[src/rtl/qpsk_pkg.sv]
// Shared QPSK definitions: emitter state encoding and the Gray bit-to-amplitude mapping.
// Used by the encoder here and by the matching decoder.
package qpsk_pkg;

    typedef enum logic [0:0] {
        ST_IDLE = 1'b0,
        ST_RUN  = 1'b1
    } emit_state_t;

    localparam logic [7:0] SAMPLE_ZERO = 8'h00;
    localparam logic       BIT_POS     = 1'b0;   // this bit value maps to +AMP
    localparam logic       PHASE_I     = 1'b0;
    localparam logic       PHASE_Q     = 1'b1;

    function automatic logic [7:0] map_bit(input logic b, input logic [7:0] amp);
        if (b == BIT_POS) begin
            map_bit = amp;
        end else begin
            map_bit = 8'h00 - amp;
        end
    endfunction

endpackage

[src/rtl/dibit_collect.sv]
// Serial bit collector: pairs bits into an I/Q dibit and holds it in a one-deep
// pending register until the emitter takes it. Ready is registered.
module dibit_collect
    import qpsk_pkg::*;
(
    input  logic       i_clk,
    input  logic       i_rst,
    input  logic       i_bit,
    input  logic       i_bit_valid,
    input  logic       i_pend_take,
    output logic       o_bit_ready,
    output logic       o_pend_valid,
    output logic [1:0] o_pend_dibit
);

    logic       r_phase;
    logic       r_i_bit;
    logic       r_pend_valid;
    logic [1:0] r_pend_dibit;
    logic       r_ready;
    logic       w_accept;
    logic       w_pend_valid_nxt;

    // Take and Q-accept never coincide: a take implies pending full, hence ready low.
    always_comb begin
        w_accept         = i_bit_valid && r_ready;
        w_pend_valid_nxt = r_pend_valid;
        if (i_pend_take) begin
            w_pend_valid_nxt = 1'b0;
        end else if (w_accept && (r_phase == PHASE_Q)) begin
            w_pend_valid_nxt = 1'b1;
        end else begin
            w_pend_valid_nxt = r_pend_valid;
        end
    end

    always_ff @(posedge i_clk or posedge i_rst) begin
        if (i_rst) begin
            r_phase      <= PHASE_I;
            r_i_bit      <= 1'b0;
            r_pend_valid <= 1'b0;
            r_pend_dibit <= 2'b00;
            r_ready      <= 1'b1;
        end else begin
            r_pend_valid <= w_pend_valid_nxt;
            r_ready      <= !w_pend_valid_nxt;
            if (w_accept) begin
                if (r_phase == PHASE_I) begin
                    r_i_bit <= i_bit;
                end else begin
                    r_pend_dibit <= {r_i_bit, i_bit};
                end
                r_phase <= !r_phase;
            end
        end
    end

    assign o_bit_ready  = r_ready;
    assign o_pend_valid = r_pend_valid;
    assign o_pend_dibit = r_pend_dibit;

endmodule

[src/rtl/enc_qpsk.sv]
// QPSK symbol encoder: collects dibits from a serial stream and emits each symbol
// as SPS constant I/Q samples, with strobe, underrun and symbol-count outputs.
module enc_qpsk
    import qpsk_pkg::*;
#(
    parameter int         SPS = 8,
    parameter logic [7:0] AMP = 8'd90
) (
    input  logic       clk,
    input  logic       rst,
    input  logic       bit_in,
    input  logic       bit_valid,
    output logic       bit_ready,
    output logic [7:0] dataI,
    output logic [7:0] dataQ,
    output logic       sym_strobe,
    output logic       underrun,
    output logic [7:0] sym_cnt
);

    localparam int             CW       = $clog2(SPS);
    localparam logic [CW-1:0]  CNT_LAST = CW'(SPS - 1);
    localparam logic [CW-1:0]  CNT_ZERO = {CW{1'b0}};
    localparam logic [CW-1:0]  CNT_ONE  = {{(CW-1){1'b0}}, 1'b1};

    emit_state_t   r_state, w_state_nxt;
    logic [CW-1:0] r_cnt, w_cnt_nxt;
    logic [1:0]    r_sym, w_sym_nxt;
    logic          r_end_evt, w_end_evt;
    logic          w_take;
    logic          w_pend_valid;
    logic [1:0]    w_pend_dibit;

    logic [7:0]    r_data_i, r_data_q, r_sym_cnt;
    logic          r_strobe, r_underrun;
    logic [7:0]    w_data_i_nxt, w_data_q_nxt, w_sym_cnt_nxt;
    logic          w_strobe_nxt;

    dibit_collect u_collect (
        .i_clk        (clk),
        .i_rst        (rst),
        .i_bit        (bit_in),
        .i_bit_valid  (bit_valid),
        .i_pend_take  (w_take),
        .o_bit_ready  (bit_ready),
        .o_pend_valid (w_pend_valid),
        .o_pend_dibit (w_pend_dibit)
    );

    always_ff @(posedge clk or posedge rst) begin
        if (rst) begin
            r_state   <= ST_IDLE;
            r_cnt     <= CNT_ZERO;
            r_sym     <= 2'b00;
            r_end_evt <= 1'b0;
        end else begin
            r_state   <= w_state_nxt;
            r_cnt     <= w_cnt_nxt;
            r_sym     <= w_sym_nxt;
            r_end_evt <= w_end_evt;
        end
    end

    // A pending dibit is taken on the last sample so the next symbol follows without a gap.
    always_comb begin
        w_state_nxt = r_state;
        w_cnt_nxt   = r_cnt;
        w_sym_nxt   = r_sym;
        w_take      = 1'b0;
        w_end_evt   = 1'b0;
        case (r_state)
            ST_IDLE: begin
                if (w_pend_valid) begin
                    w_take      = 1'b1;
                    w_state_nxt = ST_RUN;
                    w_cnt_nxt   = CNT_ZERO;
                    w_sym_nxt   = w_pend_dibit;
                end else begin
                    w_state_nxt = ST_IDLE;
                end
            end
            ST_RUN: begin
                if (r_cnt == CNT_LAST) begin
                    w_cnt_nxt = CNT_ZERO;
                    if (w_pend_valid) begin
                        w_take    = 1'b1;
                        w_sym_nxt = w_pend_dibit;
                    end else begin
                        w_state_nxt = ST_IDLE;
                        w_end_evt   = 1'b1;
                    end
                end else begin
                    w_cnt_nxt = r_cnt + CNT_ONE;
                end
            end
            default: begin
                w_state_nxt = ST_IDLE;
                w_cnt_nxt   = CNT_ZERO;
            end
        endcase
    end

    always_comb begin
        w_data_i_nxt = SAMPLE_ZERO;
        w_data_q_nxt = SAMPLE_ZERO;
        w_strobe_nxt = 1'b0;
        if (r_state == ST_RUN) begin
            w_data_i_nxt = map_bit(r_sym[1], AMP);
            w_data_q_nxt = map_bit(r_sym[0], AMP);
            w_strobe_nxt = (r_cnt == CNT_ZERO);
        end else begin
            w_strobe_nxt = 1'b0;
        end
        if (w_strobe_nxt) begin
            w_sym_cnt_nxt = r_sym_cnt + 8'd1;
        end else begin
            w_sym_cnt_nxt = r_sym_cnt;
        end
    end

    always_ff @(posedge clk or posedge rst) begin
        if (rst) begin
            r_data_i   <= SAMPLE_ZERO;
            r_data_q   <= SAMPLE_ZERO;
            r_strobe   <= 1'b0;
            r_underrun <= 1'b0;
            r_sym_cnt  <= 8'd0;
        end else begin
            r_data_i   <= w_data_i_nxt;
            r_data_q   <= w_data_q_nxt;
            r_strobe   <= w_strobe_nxt;
            r_underrun <= r_end_evt;
            r_sym_cnt  <= w_sym_cnt_nxt;
        end
    end

    assign dataI      = r_data_i;
    assign dataQ      = r_data_q;
    assign sym_strobe = r_strobe;
    assign underrun   = r_underrun;
    assign sym_cnt    = r_sym_cnt;

endmodule

[config.mk]
export PLATFORM = sky130hd
export DESIGN_NAME = enc_qpsk
export DESIGN_NICKNAME = d
export VERILOG_FILES = /design/src/rtl/qpsk_pkg.sv /design/src/rtl/dibit_collect.sv /design/src/rtl/enc_qpsk.sv
export SDC_FILE = /design/constraint.sdc
export NUM_CORES = 1
export LEC_CHECK = 0
export BUFFER_PORTS_ARGS = -buffer_cell sky130_fd_sc_hd__buf_2
export CAP_MARGIN = 30
export CORE_UTILIZATION = 51
export DETAILED_ROUTE_END_ITERATION = 8
export PLACE_DENSITY = 0.87
export SYNTH_ARGS = -nofsm -noshare
export SYNTH_HDL_FRONTEND = slang
export SYNTH_SLANG_ARGS = --single-unit
export TNS_END_PERCENT = 10
[constraint.sdc]
create_clock -name clk -period 1.8 [get_ports clk]
set_clock_uncertainty 0.05 [all_clocks]
set_input_delay 0.27 -clock clk [delete_from_list [all_inputs] [get_ports clk]]
set_output_delay 0.27 -clock clk [all_outputs]
set_load 0.02 [all_outputs]
## After elaboration in Yosys (flattened, before gate mapping)

Index checks and enable logic that the tools add are counted.

- $add $sub $neg: 2
- Equal/unequal tests: 3
- Muxes and demuxes: 21
- Bitwise gates (word level): 2
- Reduce and logical (&&, ||, !) cells: 7

Operators with widths:

| kind | count |
|---|---|
| 2-to-1 mux 8 bit | 4 |
| 2-to-1 mux 1 bit | 9 |
| adder 8 x 1 -> 8 bit (second input constant) | 1 |
| 2-to-1 mux 3 bit | 2 |
| case mux 3 bit (2 select lines) | 1 |
| 2-to-1 mux 2 bit | 2 |
| != test 2 x 1 -> 1 bit (second input constant) | 2 |
| case mux 1 bit (2 select lines) | 2 |
| case mux 2 bit (2 select lines) | 1 |
| AND reduction 2 bit | 2 |
| adder 3 x 1 -> 3 bit (second input constant) | 1 |
| == test 3 bit (second input constant) | 1 |
| logical NOT 3 bit | 1 |
| logical AND 1 bit | 2 |
| logical NOT 1 bit | 2 |
| NOT 1 bit | 2 |

- Bits in registers: 39
- Word-level logic and storage cells: 49

## Longest topological paths before layout

- Depth in word-level cells: 5
- Mapped depth: 5
- Gate-level depth less buffers: 5

## Cells and area by module

A second synthesis with hierarchy kept.

- Cells, all modules: 98
- Area, all modules: 1,239.9 um2

By module, submodules not included:

| module | times used | cells each | area each (um2) | seq. area each (um2) |
|---|---|---|---|---|
| enc_qpsk | 1 | 81 | 1,001.0 | 550.5 |
| dibit_collect | 1 | 17 | 239.0 | 151.4 |

## Least setup slack after synthesis

OpenSTA, ideal clock, no wires.

- Path type: reg-to-reg
- From: reg r_cnt[0]
- To: reg r_sym[0]
- Data arrival time: 1.405 ns
- Data required time: 1.625 ns
- Setup slack: 0.220 ns
- Cell stages (with the launch flop): 6
- Path buffers: 0
- Clock period less this slack: 1.580 ns
- Cell sequence: dfrtp_1 > ha_1 > ha_1 > or2b_1 > nand2_1 > mux2_2

- Longest elaborated chain between the ends: 2

RTL lines:

| what | line | source |
|---|---|---|
| start, declared | enc_qpsk.sv:27 | `logic [CW-1:0] r_cnt, w_cnt_nxt;` |
| start signal, assigned | enc_qpsk.sv:58 | `r_cnt <= w_cnt_nxt;` |
| == test 3 bit | enc_qpsk.sv:83 | `if (r_cnt == CNT_LAST) begin` |
| != test 2 x 1 -> 1 bit (no line) | -- |  |
| end signal, assigned | enc_qpsk.sv:59 | `r_sym <= w_sym_nxt;` |
| end, declared | enc_qpsk.sv:28 | `logic [1:0] r_sym, w_sym_nxt;` |

Every way passes these cells.
A chain may end at the register's enable or synchronous reset.

## Worst setup path after layout

- From: reg r_cnt[0]
- To: reg r_sym[1]

Same word-level chain as after synthesis.

==> flow_metrics.py <==
metrics = {
    "status": {
        "status": "completed",
    },
    "yosys": {
        "ys_seq_area_share_pct": 57.60,
        "yosys_warnings": 0,
        "synth_area_um2": 1219,
        "postSynthCellCount": 97,
        "ys_ff_latch": 28,
        "ys_types": 26,
        "syn_area_per_cell_um2": 12.56,
    },
    "setup_path": {
        "critPathMaxStageDelay_ns": 0.44,
        "start_kind": "register",
        "critPathArrivalTime_ns": 1.88,
        "required_ns": 1.97,
        "cp_num_buf_inv": 0,
        "reg2reg_depth": 5,
        "end_kind": "register",
        "cp_common_cell": "ha_1",
        "path_max_fanout": 4,
        "crit_cells": 5,
        "path_cells": "ha_1 > ha_1 > or2b_1 > nand2_1 > mux2_2",
        "slowest_stage": "dfrtp_1",
        "cp_top_family": "flip-flops",
        "r2r_start": "r_cnt[0]",
        "reg2reg_to": "r_sym[1]",
        "reg2reg_slack_ns": 0.09,
        "crit_type": "register to register",
    },
    "floorplan": {
        "core_area_um2": 2233,
        "design.die.area_um2": 2589,
        "die_x_um": 50.88,
        "ios": 31,
        "initial_core_util_pct": 54.57,
        "die_h_um": 50.88,
        "num_rows": 17,
    },
    "clock_tree": {
        "clk_latency_ns": 0.32,
        "post_cts_buffers": 0,
        "cts.clk_slew.worst_paths_ns": 0.14,
        "h-tree-depth": 1,
        "cts-resized-gates": 0,
        "hold_buffers": 1,
        "cts_tree": "built",
        "clock-sinks": 28,
        "cts_buffers": 3,
        "clk_path_buf_depth": 2,
        "clock-root-buffer": "clkbuf_4",
    },
    "pwr": {
        "swShare_pct": 41.25,
        "leakage_nw": 0.7033,
        "switchingPower_mw": 1.050,
        "internal_power_mw": 1.495,
        "comb_power_share_pct": 43.3,
        "seqPwrFrac_pct": 45.1,
        "clock_power_share_pct": 11.6,
        "vdd_drop_max_mv": 0.9990,
        "powerDensity_nw_per_um2": 1875,
    },
    "placed_design": {
        "dpl.hpwl_um": 1310,
        "place.gp.congestion": 0.7232,
        "dp.cells": 143,
        "numPortBuffers": 28,
    },
    "global_route": {
        "grt_pass1_wl_um": 3063,
        "first_global_vias": 718,
        "antenna_found_initial": 0,
        "grt-ovfl-total": 0,
        "track_usage_pct": 16.42,
        "grt_max_degree": 29,
    },
    "min_path": {
        "holdCritStartpoint": "bit_in",
        "min_path_cells": 2,
        "hold-path-endpoint": "u_collect.r_i_bit",
        "hold_path_class": "input pin to register",
    },
    "final_layout": {
        "final_cell_mix": "buf_2, dfrtp_1, mux2_2, nand2_1",
        "diodes": 0,
        "nFillCells": 194,
        "final_layout_size_suffix_gt1_share_pct": 36.67,
        "nets": 130,
        "synthToLayoutAreaGrowth_pct": 11.40,
        "final_common_cell": "buf_2",
        "final_cells": 148,
    },
    "routing": {
        "wl_um": 1745,
        "drt_iter0_drc": 6,
        "drc": 0,
        "vias": 716,
        "wl_per_cell_um": 11.79,
        "first_pass_iters": 4,
        "ant_nets": 0,
        "viasPerCell": 4.838,
    },
    "sta": {
        "hold_viol": 0,
        "fin_crit_sh_pct": 94.90,
        "period_needed_ns": 1.708,
        "grt_setup_unrepaired": "no",
        "fmax_mhz": 585.4,
        "finalSetupViolCount": 0,
        "slew_violations": 0,
        "finalSetupTns_ns": 0,
    },
    "flow_run": {
        "cap_violations": 0,
    },
}
[flip-flops by register name, summed over array words and instances (netlist names)]
register and cells:
u_collect.r_i_bit 1, r_sym 2, u_collect.r_phase 1, r_end_evt 1, dataI 3, r_state 1, sym_strobe 1, sym_cnt 8
u_collect.o_pend_valid 1, r_cnt 3, dataQ 2, underrun 1, u_collect.o_pend_dibit 2, u_collect.o_bit_ready 1
[per-stage QoR]
stage / hold WS (ns) / total power [mW] / utilization (%) / worst slack [ns] / instance area (µm²)
2_1_floorplan: 0.2812 / 2.060 / - / 0.2201 / 1222
3_3_place_gp: 0.2823 / 2.204 / 58.71 / 0.1969 / 1311
3_5_place_dp: 0.2942 / 2.274 / 58.71 / 0.1298 / 1311
4_1_cts: 0.1393 / 2.576 / 60.78 / 0.09922 / 1358
5_1_grt: 0.1246 / 2.734 / 60.78 / 0.05318 / 1358
6_report: 0.1365 / 2.545 / 60.78 / 0.09172 / 1358
[cells in the mapped netlist]
library cell	n	share of area [%]
ha_1	5	5.1
buf_4	11	6.8
and4b_1	1	0.82
dfstp_2	1	2.2
nor2b_1	3	1.5
nand3_1	4	1.6
inv_1	5	1.5
buf_6	1	0.92
mux2_2	6	5.5
and2_1	2	1.0
xnor2_1	4	2.9
o32ai_1	1	0.72
a22o_1	1	0.72
and3_1	1	0.51
dfrtp_1	27	55
nor2_1	4	1.2
or2b_1	1	0.62
nand3b_4	1	1.6
or2_2	1	0.51
nor3_2	2	1.6
o21ai_0	2	0.82
conb_1	1	0.31
nand4_1	1	0.51
nand2_1	6	1.8
xor2_1	4	2.9
o21a_1	1	0.62
[power groups by stage]
stage          registers, mW  logic, mW  clock network, mW
5_1_grt                 1.20       1.20              0.333
6_report                1.15       1.10              0.296
2_1_floorplan           1.27      0.787                  0
4_1_cts                 1.15       1.12              0.305
3_5_place_dp            1.16       1.11                  0
3_3_place_gp            1.14       1.07                  0
[cells by family (layout without fill, tap and decap cells)]
group / after synthesis / count (layout) / share of synthesized area (%)
flip-flops: 28 / 28 / 57.60
AND/OR/NAND/NOR: 27 / 27 / 13.55
buffers and inverters: 17 / 39 / 9.240
XOR/XNOR: 8 / 8 / 5.749
multiplexers: 6 / 6 / 5.544
adder cells (fa/ha/maj): 5 / 5 / 5.133
AO/OA/AOI/OAI: 5 / 5 / 2.875
other: 1 / 2 / 0.3077
[worst reg2reg max path, cell delays in order, from the launching register on]
cell and delay (ns):
dfrtp_1 0.44, ha_1 0.24, ha_1 0.18, or2b_1 0.25, nand2_1 0.11, mux2_2 0.34
[worst max-delay path by stage]
stage	start	to	slack [ns]
finish	r_cnt[0]	r_sym[1]	0.09
global route	r_cnt[0]	r_sym[1]	0.05
CTS	r_cnt[0]	r_sym[1]	0.1
detailed placement	r_cnt[0]	r_sym[1]	0.13
global placement	r_cnt[0]	r_sym[1]	0.20
floorplan	r_cnt[0]	r_sym[0]	0.22
[area by class of cell]
cell class	instances	area (µm²)	area share, %
Clock buffer	4	36.28	2.673
Inverter	5	18.77	1.382
Multi-Input combinational cell	53	407.9	30.05
Sequential cell	28	701.9	51.71
Tap cell	28	35.03	2.581
Timing Repair Buffer	30	157.7	11.61
[per-layer routing]
| layer | vias up | routed length, µm | share of wire [%] | track usage, % |
|---|---|---|---|---|
| li1 | 349 | - | - | - |
| met1 | 341 | 741 | 42 | 20.08 |
| met2 | 21 | 899 | 52 | 27.56 |
| met3 | 5 | 63 | 3.6 | 2.976 |
| met4 | 0 | 40 | 2.3 | 8.796 |
| met5 | - | 0 | 0 | 0 |
(Power assumes the default switching activity.)
